## config.mk

```make
export PLATFORM = sky130hd
export DESIGN_NAME = dmem_port_arbiter_flat
export DESIGN_NICKNAME = d
export VERILOG_FILES = /design/src/rtl/dmem_port_arbiter_if.sv /design/src/rtl/dmem_port_arbiter.sv /design/src/flat_wrapper.sv
export SDC_FILE = /design/constraint.sdc
export NUM_CORES = 1
export LEC_CHECK = 0
export CAP_MARGIN = 20
export CORE_UTILIZATION = 25
export DETAILED_ROUTE_END_ITERATION = 7
export GPL_ROUTABILITY_DRIVEN = 0
export SLEW_MARGIN = 20
export SYNTH_ARGS = -nofsm -noshare
export SYNTH_HDL_FRONTEND = slang
export SYNTH_SLANG_ARGS = --single-unit
```

## constraint.sdc

```tcl
create_clock -name clk -period 1.8 [get_ports clk]
set_input_delay 0.18 -clock clk [delete_from_list [all_inputs] [get_ports clk]]
set_output_delay 0.18 -clock clk [all_outputs]
set_load 0.03 [all_outputs]
```

## src/rtl/dmem_port_arbiter_if.sv

```systemverilog
// rtl/dmem_port_arbiter_if.sv - requester, memory and display signals of the data-memory port arbiter
// slave is the arbiter's view; master is the view of the blocks around it.
interface dmem_port_arbiter_if;
  logic        cpu_re;
  logic        cpu_we;
  logic [31:0] cpu_a;
  logic [31:0] cpu_wd;
  logic [31:0] cpu_rd;
  logic        cpu_stall;
  logic        kb_valid;
  logic [7:0]  kb_code;
  logic        kb_overflow;
  logic        mem_we;
  logic [31:0] mem_a;
  logic [31:0] mem_wd;
  logic [31:0] mem_rd;
  logic [31:0] money;
  logic [31:0] sym;
  logic        disp_valid;

  modport slave (
    input  cpu_re, cpu_we, cpu_a, cpu_wd,
    output cpu_rd, cpu_stall,
    input  kb_valid, kb_code,
    output kb_overflow,
    output mem_we, mem_a, mem_wd,
    input  mem_rd,
    output money, sym, disp_valid
  );

  modport master (
    output cpu_re, cpu_we, cpu_a, cpu_wd,
    input  cpu_rd, cpu_stall,
    output kb_valid, kb_code,
    input  kb_overflow,
    input  mem_we, mem_a, mem_wd,
    output mem_rd,
    input  money, sym, disp_valid
  );
endinterface

```

## src/rtl/dmem_port_arbiter.sv

```systemverilog
// rtl/dmem_port_arbiter.sv - shares the data-memory port between CPU, PS/2 key writer and VGA refresher
// The CPU wins by default; an aged background request takes exactly one cycle from it.
module dmem_port_arbiter #(
  parameter logic [31:0] KB_ADDR        = 32'd10,
  parameter logic [31:0] MONEY_ADDR     = 32'd20,
  parameter logic [31:0] SYM_ADDR       = 32'd24,
  parameter int          REFRESH_CYCLES = 1024,
  parameter int          STARVE_LIMIT   = 8
) (
  input  logic               clk,
  input  logic               rstin,
  dmem_port_arbiter_if.slave bus
);

  localparam int CNT_W = $clog2(REFRESH_CYCLES);
  localparam int AGE_W = $clog2(STARVE_LIMIT + 1);

  localparam logic [CNT_W-1:0] CNT_LAST  = CNT_W'(REFRESH_CYCLES - 1);
  localparam logic [CNT_W-1:0] CNT_ONE   = CNT_W'(1);
  localparam logic [AGE_W-1:0] AGE_LIMIT = AGE_W'(STARVE_LIMIT);
  localparam logic [AGE_W-1:0] AGE_ONE   = AGE_W'(1);

  localparam logic [1:0] R_IDLE  = 2'd0;
  localparam logic [1:0] R_MONEY = 2'd1;
  localparam logic [1:0] R_SYM   = 2'd2;

  logic [7:0]       fifo0_q, fifo0_d;
  logic [7:0]       fifo1_q, fifo1_d;
  logic             wr_ptr_q, wr_ptr_d;
  logic             rd_ptr_q, rd_ptr_d;
  logic [1:0]       fifo_cnt_q, fifo_cnt_d;
  logic             kb_overflow_q, kb_overflow_d;
  logic [AGE_W-1:0] kb_age_q, kb_age_d;
  logic [AGE_W-1:0] ref_age_q, ref_age_d;
  logic [CNT_W-1:0] ref_cnt_q, ref_cnt_d;
  logic [1:0]       phase_q, phase_d;
  logic [31:0]      money_q, money_d;
  logic [31:0]      sym_q, sym_d;
  logic             disp_valid_q, disp_valid_d;

  logic       cpu_req;
  logic       fifo_nempty;
  logic       ref_pending;
  logic [7:0] fifo_head;
  logic       kb_forced;
  logic       ref_forced;
  logic       kb_grant;
  logic       ref_grant;
  logic       cpu_grant;
  logic       push_ok;

  assign cpu_req     = bus.cpu_re | bus.cpu_we;
  assign fifo_nempty = (fifo_cnt_q != 2'd0);
  assign ref_pending = (phase_q != R_IDLE);
  assign fifo_head   = rd_ptr_q ? fifo1_q : fifo0_q;
  assign kb_forced   = fifo_nempty && (kb_age_q >= AGE_LIMIT);
  assign ref_forced  = ref_pending && (ref_age_q >= AGE_LIMIT);

  // Fixed priority; only registered FIFO occupancy counts, so a key is never granted in its push cycle.
  always_comb begin
    kb_grant  = 1'b0;
    ref_grant = 1'b0;
    cpu_grant = 1'b0;
    if (kb_forced) begin
      kb_grant = 1'b1;
    end else if (ref_forced) begin
      ref_grant = 1'b1;
    end else if (cpu_req) begin
      cpu_grant = 1'b1;
    end else if (fifo_nempty) begin
      kb_grant = 1'b1;
    end else if (ref_pending) begin
      ref_grant = 1'b1;
    end
  end

  always_comb begin
    bus.mem_we = 1'b0;
    bus.mem_a  = 32'd0;
    bus.mem_wd = 32'd0;
    if (kb_grant) begin
      bus.mem_we = 1'b1;
      bus.mem_a  = KB_ADDR;
      bus.mem_wd = {24'd0, fifo_head};
    end else if (ref_grant) begin
      bus.mem_a  = (phase_q == R_MONEY) ? MONEY_ADDR : SYM_ADDR;
    end else if (cpu_grant) begin
      bus.mem_we = bus.cpu_we;
      bus.mem_a  = bus.cpu_a;
      bus.mem_wd = bus.cpu_wd;
    end
  end

  assign bus.cpu_rd      = cpu_grant ? bus.mem_rd : 32'd0;
  assign bus.cpu_stall   = cpu_req & ~cpu_grant;
  assign bus.kb_overflow = kb_overflow_q;
  assign bus.money       = money_q;
  assign bus.sym         = sym_q;
  assign bus.disp_valid  = disp_valid_q;

  // A full FIFO still takes a push when the head leaves in the same cycle.
  assign push_ok = bus.kb_valid && ((fifo_cnt_q != 2'd2) || kb_grant);

  always_comb begin
    fifo0_d       = fifo0_q;
    fifo1_d       = fifo1_q;
    wr_ptr_d      = wr_ptr_q;
    rd_ptr_d      = rd_ptr_q;
    fifo_cnt_d    = fifo_cnt_q;
    kb_overflow_d = kb_overflow_q | (bus.kb_valid & ~push_ok);
    if (push_ok) begin
      if (wr_ptr_q) begin
        fifo1_d = bus.kb_code;
      end else begin
        fifo0_d = bus.kb_code;
      end
      wr_ptr_d = ~wr_ptr_q;
    end
    if (kb_grant) begin
      rd_ptr_d = ~rd_ptr_q;
    end
    case ({push_ok, kb_grant})
      2'b10:   fifo_cnt_d = fifo_cnt_q + 2'd1;
      2'b01:   fifo_cnt_d = fifo_cnt_q - 2'd1;
      default: fifo_cnt_d = fifo_cnt_q;
    endcase
  end

  always_comb begin
    kb_age_d = kb_age_q;
    if (kb_grant || !fifo_nempty) begin
      kb_age_d = '0;
    end else if (kb_age_q != AGE_LIMIT) begin
      kb_age_d = kb_age_q + AGE_ONE;
    end
    ref_age_d = ref_age_q;
    if (ref_grant || !ref_pending) begin
      ref_age_d = '0;
    end else if (ref_age_q != AGE_LIMIT) begin
      ref_age_d = ref_age_q + AGE_ONE;
    end
  end

  // Refresh runs free; a terminal count while a refresh is still in flight is simply lost.
  always_comb begin
    ref_cnt_d    = (ref_cnt_q == CNT_LAST) ? '0 : ref_cnt_q + CNT_ONE;
    phase_d      = phase_q;
    money_d      = money_q;
    sym_d        = sym_q;
    disp_valid_d = 1'b0;
    case (phase_q)
      R_IDLE: begin
        if (ref_cnt_q == CNT_LAST) begin
          phase_d = R_MONEY;
        end
      end
      R_MONEY: begin
        if (ref_grant) begin
          money_d = bus.mem_rd;
          phase_d = R_SYM;
        end
      end
      R_SYM: begin
        if (ref_grant) begin
          sym_d        = bus.mem_rd;
          disp_valid_d = 1'b1;
          phase_d      = R_IDLE;
        end
      end
      default: phase_d = R_IDLE;
    endcase
  end

  always_ff @(posedge clk or negedge rstin) begin
    if (!rstin) begin
      fifo0_q       <= 8'd0;
      fifo1_q       <= 8'd0;
      wr_ptr_q      <= 1'b0;
      rd_ptr_q      <= 1'b0;
      fifo_cnt_q    <= 2'd0;
      kb_overflow_q <= 1'b0;
      kb_age_q      <= '0;
      ref_age_q     <= '0;
      ref_cnt_q     <= '0;
      phase_q       <= R_IDLE;
      money_q       <= 32'd0;
      sym_q         <= 32'd0;
      disp_valid_q  <= 1'b0;
    end else begin
      fifo0_q       <= fifo0_d;
      fifo1_q       <= fifo1_d;
      wr_ptr_q      <= wr_ptr_d;
      rd_ptr_q      <= rd_ptr_d;
      fifo_cnt_q    <= fifo_cnt_d;
      kb_overflow_q <= kb_overflow_d;
      kb_age_q      <= kb_age_d;
      ref_age_q     <= ref_age_d;
      ref_cnt_q     <= ref_cnt_d;
      phase_q       <= phase_d;
      money_q       <= money_d;
      sym_q         <= sym_d;
      disp_valid_q  <= disp_valid_d;
    end
  end

endmodule
```

## src/flat_wrapper.sv

```systemverilog
// flat-port wrapper written by rule: the top's interface ports become plain ports
module dmem_port_arbiter_flat 
#(
  parameter logic [31:0] KB_ADDR        = 32'd10,
  parameter logic [31:0] MONEY_ADDR     = 32'd20,
  parameter logic [31:0] SYM_ADDR       = 32'd24,
  parameter int          REFRESH_CYCLES = 1024,
  parameter int          STARVE_LIMIT   = 8
)
  (clk, rstin, bus_cpu_re, bus_cpu_we, bus_cpu_a, bus_cpu_wd, bus_cpu_rd, bus_cpu_stall, bus_kb_valid, bus_kb_code, bus_kb_overflow, bus_mem_we, bus_mem_a, bus_mem_wd, bus_mem_rd, bus_money, bus_sym, bus_disp_valid);
  dmem_port_arbiter_if bus_i ();
  input  logic clk;
  input  logic rstin;
  input wire logic [$bits(bus_i.cpu_re)-1:0] bus_cpu_re;
  input wire logic [$bits(bus_i.cpu_we)-1:0] bus_cpu_we;
  input wire logic [$bits(bus_i.cpu_a)-1:0] bus_cpu_a;
  input wire logic [$bits(bus_i.cpu_wd)-1:0] bus_cpu_wd;
  output wire logic [$bits(bus_i.cpu_rd)-1:0] bus_cpu_rd;
  output wire logic [$bits(bus_i.cpu_stall)-1:0] bus_cpu_stall;
  input wire logic [$bits(bus_i.kb_valid)-1:0] bus_kb_valid;
  input wire logic [$bits(bus_i.kb_code)-1:0] bus_kb_code;
  output wire logic [$bits(bus_i.kb_overflow)-1:0] bus_kb_overflow;
  output wire logic [$bits(bus_i.mem_we)-1:0] bus_mem_we;
  output wire logic [$bits(bus_i.mem_a)-1:0] bus_mem_a;
  output wire logic [$bits(bus_i.mem_wd)-1:0] bus_mem_wd;
  input wire logic [$bits(bus_i.mem_rd)-1:0] bus_mem_rd;
  output wire logic [$bits(bus_i.money)-1:0] bus_money;
  output wire logic [$bits(bus_i.sym)-1:0] bus_sym;
  output wire logic [$bits(bus_i.disp_valid)-1:0] bus_disp_valid;
  assign bus_i.cpu_re = bus_cpu_re;
  assign bus_i.cpu_we = bus_cpu_we;
  assign bus_i.cpu_a = bus_cpu_a;
  assign bus_i.cpu_wd = bus_cpu_wd;
  assign bus_cpu_rd = bus_i.cpu_rd;
  assign bus_cpu_stall = bus_i.cpu_stall;
  assign bus_i.kb_valid = bus_kb_valid;
  assign bus_i.kb_code = bus_kb_code;
  assign bus_kb_overflow = bus_i.kb_overflow;
  assign bus_mem_we = bus_i.mem_we;
  assign bus_mem_a = bus_i.mem_a;
  assign bus_mem_wd = bus_i.mem_wd;
  assign bus_i.mem_rd = bus_mem_rd;
  assign bus_money = bus_i.money;
  assign bus_sym = bus_i.sym;
  assign bus_disp_valid = bus_i.disp_valid;
  dmem_port_arbiter #(.KB_ADDR(KB_ADDR), .MONEY_ADDR(MONEY_ADDR), .SYM_ADDR(SYM_ADDR), .REFRESH_CYCLES(REFRESH_CYCLES), .STARVE_LIMIT(STARVE_LIMIT)) u_core (.clk(clk), .rstin(rstin), .bus(bus_i));
endmodule
```

# After elaboration in Yosys (flattened, before gate mapping)
# Index checks and enable logic that the tools add are counted.
classes:
  n_addsub: 5
  multipliers: 0
  div: 0
  order_cmp: 2
  n_eq_ne: 11
  shifts: 0
  n_mux: 36
  bitwise: 8
  n_reduce_logical: 19
ops:
  columns: ["cell", "count"]
  rows:
  - ["two-way mux 32 bit", 7]
  - ["two-way mux 4 bit", 5]
  - ["two-way mux 1 bit", 17]
  - ["adder 10 x 1 -> 10 bit (second input constant)", 1]
  - ["equality test 10 bit (second input constant)", 1]
  - ["two-way mux 10 bit", 1]
  - ["nonzero test 2 bit", 5]
  - ["adder 4 x 1 -> 4 bit (second input constant)", 2]
  - [">= comparator 4 bit (second input constant)", 2]
  - ["two-way mux 8 bit", 1]
  - ["inequality test 4 bit (second input constant)", 2]
  - ["AND reduction 2 bit", 4]
  - ["two-way mux 2 bit", 3]
  - ["inequality test 2 x 1 -> 1 bit (second input constant)", 3]
  - ["one-hot mux 2 bit (3 select lines)", 1]
  - ["equality test 2 x 1 -> 1 bit (second input constant)", 2]
  - ["equality test 2 bit (second input constant)", 2]
  - ["NOT 1 bit", 4]
  - ["one-hot mux 2 bit (2 select lines)", 1]
  - ["logical AND 1 bit", 3]
  - ["logical OR 1 bit", 3]
  - ["AND reduction 3 bit", 1]
  - ["adder 2 x 1 -> 2 bit (second input constant)", 1]
  - ["bitwise AND 1 bit", 2]
  - ["5 further kinds", 7]
word_totals:
  regBits: 106
  latch_bits: 0
  mem_bits_rw: 0
  mem_bits_ro: 0
  wordCells: 94
  n_memories: 0

# Logic depth before layout (Yosys ltp)
depth:
  ltp_word: 10
  depth_mapped: 7
  depth_no_buf: 6

# Worst setup path after synthesis
# No wires, ideal clock.
synth_path:
  path_type: "flip-flop to output port"
  from: "register u_core.fifo_cnt_q[0]"
  to: "output port bus_cpu_rd[0]"
  arrival_ns: 1.667
  setup_slack_ns: -0.047
  path_stages_with_launch: 8
  n_path_buf: 3
  cell_sequence: "dfrtp_1 > buf_6 > o21ai_2 > nand2_1 > nor2_1 > buf_2 > clkbuf_2 > and2_1"
synth_via:
  elab_chain_len: 4
synth_rtl:
  columns: ["item", "line", "rtl"]
  rows:
  - ["from (decl)", "dmem_port_arbiter.sv:31", "logic [1:0] fifo_cnt_q, fifo_cnt_d;"]
  - ["from (signal assigned)", "dmem_port_arbiter.sv:194", "fifo_cnt_q <= fifo_cnt_d;"]
  - ["nonzero test 2 bit", "dmem_port_arbiter.sv:53", "assign fifo_nempty = (fifo_cnt_q != 2'd0);"]
  - ["logical AND 1 bit", "dmem_port_arbiter.sv:56", "assign kb_forced = fifo_nempty && (kb_age_q >= AGE_LIMIT);"]
  - ["two-way mux 1 bit", "dmem_port_arbiter.sv:64", "if (kb_forced) begin"]
  - ["two-way mux 32 bit", "dmem_port_arbiter.sv:94", "assign bus.cpu_rd = cpu_grant ? bus.mem_rd : 32'd0;"]
  - ["to (decl)", "flat_wrapper.sv:18", "output wire logic [$bits(bus_i.cpu_rd)-1:0] bus_cpu_rd;"]
# Every way passes these cells.

# Worst setup path in the final report
layout_path:
  from: "register u_core.fifo_cnt_q[0]"
  to: "output port bus_cpu_rd[29]"
# The elaborated chain is that of the path after synthesis.

==> reports/metrics.cfg <==
[critical_path]
critPathLaunchType = flip-flop
criticalPathCategory = reg2out
endpoint = bus_cpu_rd[29]
crit_chain = o21ai_4 -> nand2_2 -> nor2_4 -> buf_12 -> clkbuf_16 -> and2_1 -> buf_6
slowest_stage = dfrtp_2
cpPeakStageDelay_ps = 440
worstPathArrival_ps = 1830
cp.depth = 7
cp.buffers_inverters = 3
critPathLaunch = u_core.fifo_cnt_q[0]
rr_worst_depth = 7
r2r_end = u_core.bus.sym[4]
cp_top_family = buffers and inverters
r2r-start = u_core.fifo_cnt_q[0]
required_ps = 1620
reg2reg_setup_slack_ps = -170
end_kind = primary output
cp_max_fo = 9

[power]
pwr-share-clk_pct = 26.4
irDropWorstVdd_uv = 511.4
p_per_area_nw_per_um2 = 785.4
seq_power_share_pct = 37.0
p_leak_uw = 0.004625
swShare_pct = 31.42
p_sw_uw = 2422
internal-power_uw = 5286
report.power.total_uw = 7709
combPwrFrac_pct = 36.6

[synth]
synth_warnings = 0
synth-main-ff-cell = dfrtp_1
yosysSeqAreaShare_pct = 49.91
synth_edf_count = 0
syn-num-nets = 562
synthArstFlopShare_pct = 100.0
yosysTopAreaCell = dfrtp_1
postSynthAreaPerCell_um2 = 11.86
syn_area_um2 = 5315
ys_seq_elements = 106
synth.distinct_cells = 45
syn_inst = 448
synthTopCellsByArea = dfrtp_1, mux2_2, and2_1
synth_top_area_share_pct = 49.91

[detailed_routing]
wire_per_inst_um = 18.75
wl_met1_mm = 7.247
ant_nets = 0
top_layer = met4
met2_length_mm = 10.63
finalWirelength_mm = 19.51
post_drt_via_cell_ratio = 4.481
vias = 4665
route.met3.wl_mm = 1.106
drtIter0Drc = 149
drt_first_pass_iters = 4
drc = 0

[sta]
setup_slack_ps = -209.8
rsz0062_at_grt = true
fin_crit_sh_pct = 111.7
clock-skew-final_ps = 8.865
fin_crit_ps = 2010
tightest_slew_ps = 462.2
setup_violations = 161
timing_hold_violations_final = 0
max_freq_ghz = 0.4976
slew_headroom_pct = 68.86
setup_tns_ps = -24780
report.final.slew_viol_count = 0

[floorplanning]
rows = 52
core_area_um2 = 20560
die_y_um = 147.8
die_w_um = 147.8
dieArea_um2 = 21850
io_pins = 273
start_util_pct = 25.85

[place]
port_buffers = 272
dpl.cell_count = 991
dpl_cell_area_um2 = 8449
place_hpwl_mm = 13.00
pre_cts_ws_ps = -113.3

[run]
maxCapViolCount = 0

[global_route]
antenna_found_initial = 0
grt_max_degree = 45
overflow = 0
grt_util_all_layers_pct = 16.25
grt_pass1_wl_mm = 27.05
grt_pass1_vias = 4875

[final_layout]
final_common_cell = clkdlybuf4s50_1
regArea_um2 = 2658
final_cell_mix = clkdlybuf4s50_1, dfrtp_1, buf_6, and2_4, mux2_2
area_growth_pct = 84.68
multi_input_area_um2 = 2775
antenna_cells = 0
nFillCells = 1834
nets = 880
final_area_um2 = 9816
final_layout_size_suffix_gt1_share_pct = 48.12
final-instance-count-excl-fill = 1041

[clocking]
clock_tree.root_cell = clkbuf_16
clock_path_buffers = 2
h-tree-depth = 3
cts_tree = done
cts-buffers-inserted = 9
cts_num_sinks = 106
clock_latency_ps = 350
clk_pin_slew_ps = 70

[run_status]
status = complete, but fails checks
violations = setup timing

[worst_hold_path]
hold_class = in2async

worst min-delay path by stage:
stage | startpoint | end | slack (ps) | depth (start not counted)
floorplan | rstin | u_core.bus.disp_valid | -120 | 0
global placement | rstin | u_core.ref_age_q[2] | 110 | 1
detailed placement | rstin | u_core.ref_age_q[1] | 110 | 1
CTS | rstin | u_core.bus.money[30] | 280 | 2
global route | rstin | u_core.bus.money[30] | 300 | 2
finish | rstin | u_core.bus.money[30] | 280 | 2
cell type report:
cell class / count / share of cell area, %
Timing Repair Buffer: 332 / 37.78
Multi-Input combinational cell: 309 / 28.27
Sequential cell: 106 / 27.07
Tap cell: 270 / 3.442
Clock buffer: 12 / 2.613
Clock inverter: 4 / 0.5099
Inverter: 8 / 0.3059
Yosys cell counts, types with 4 or more instances:
master    count
clkbuf_1      8
dfrtp_1     106
nand3_1       5
nand2_1      18
clkbuf_2      6
buf_6         9
inv_1         8
ha_1          5
mux2_4       29
mux2i_1       9
o21ai_0      22
and2_1       84
xnor2_1       8
nor2_1       29
xor2_1        4
a21oi_1       7
mux2_2       52
flip-flops by register name (all words and copies together) (netlist names), 2 cells and up:
signal	count
u_core.kb_age_q	4
u_core.bus.sym	32
u_core.ref_cnt_q	10
u_core.phase_q	2
u_core.ref_age_q	4
u_core.fifo1_q	8
u_core.fifo_cnt_q	2
u_core.bus.money	32
u_core.fifo0_q	8
metal layers:
metal | vias up | track usage, %
li1 | 2145 | -
met1 | 2300 | 17.24
met2 | 195 | 31.04
met3 | 25 | 3.395
met4 | 0 | 6.443
met5 | - | 0
per-stage QoR:
stage | hold WS, ps | utilization, %
after CTS | 276.7 | 45.23
after global placement | 112.1 | 41.10
after global routing | 302.3 | 47.74
after detailed placement | 111.6 | 41.10
after floorplan | -115.6 | -
final | 277.7 | 47.74
power by group through the flow:
stage	registers (µW)	clock network, µW	logic, µW
after floorplan	2800	0	1380
after global placement	2880	0	2160
after detailed placement	2910	0	2210
after CTS	2840	2080	2540
after global routing	2890	2160	2990
final	2850	2040	2820
logic make-up (layout without fill, tap and decap cells):
family | Yosys count | after routing | synth area share (%)
adder cells (fa/ha/maj) | 5 | 5 | 1.177
XOR/XNOR | 12 | 12 | 1.977
multiplexers | 90 | 90 | 20.90
AO/OA/AOI/OAI | 48 | 48 | 5.933
flip-flops | 106 | 106 | 49.91
AND/OR/NAND/NOR | 153 | 154 | 16.22
buffers and inverters | 34 | 356 | 3.884
timing repair:
item | 4_1_cts | 5_1_grt
gates cloned | 4 | 9
hold buffers | 1 | 0
gates resized for setup | 123 | 84
pin swaps | 10 | 24
endpoints found under the setup margin | 97 | 174
hold endpoints to repair | 21 | 0
buffers inserted | 11 | 10
Note: power is estimated with default switching activity, not from simulation.
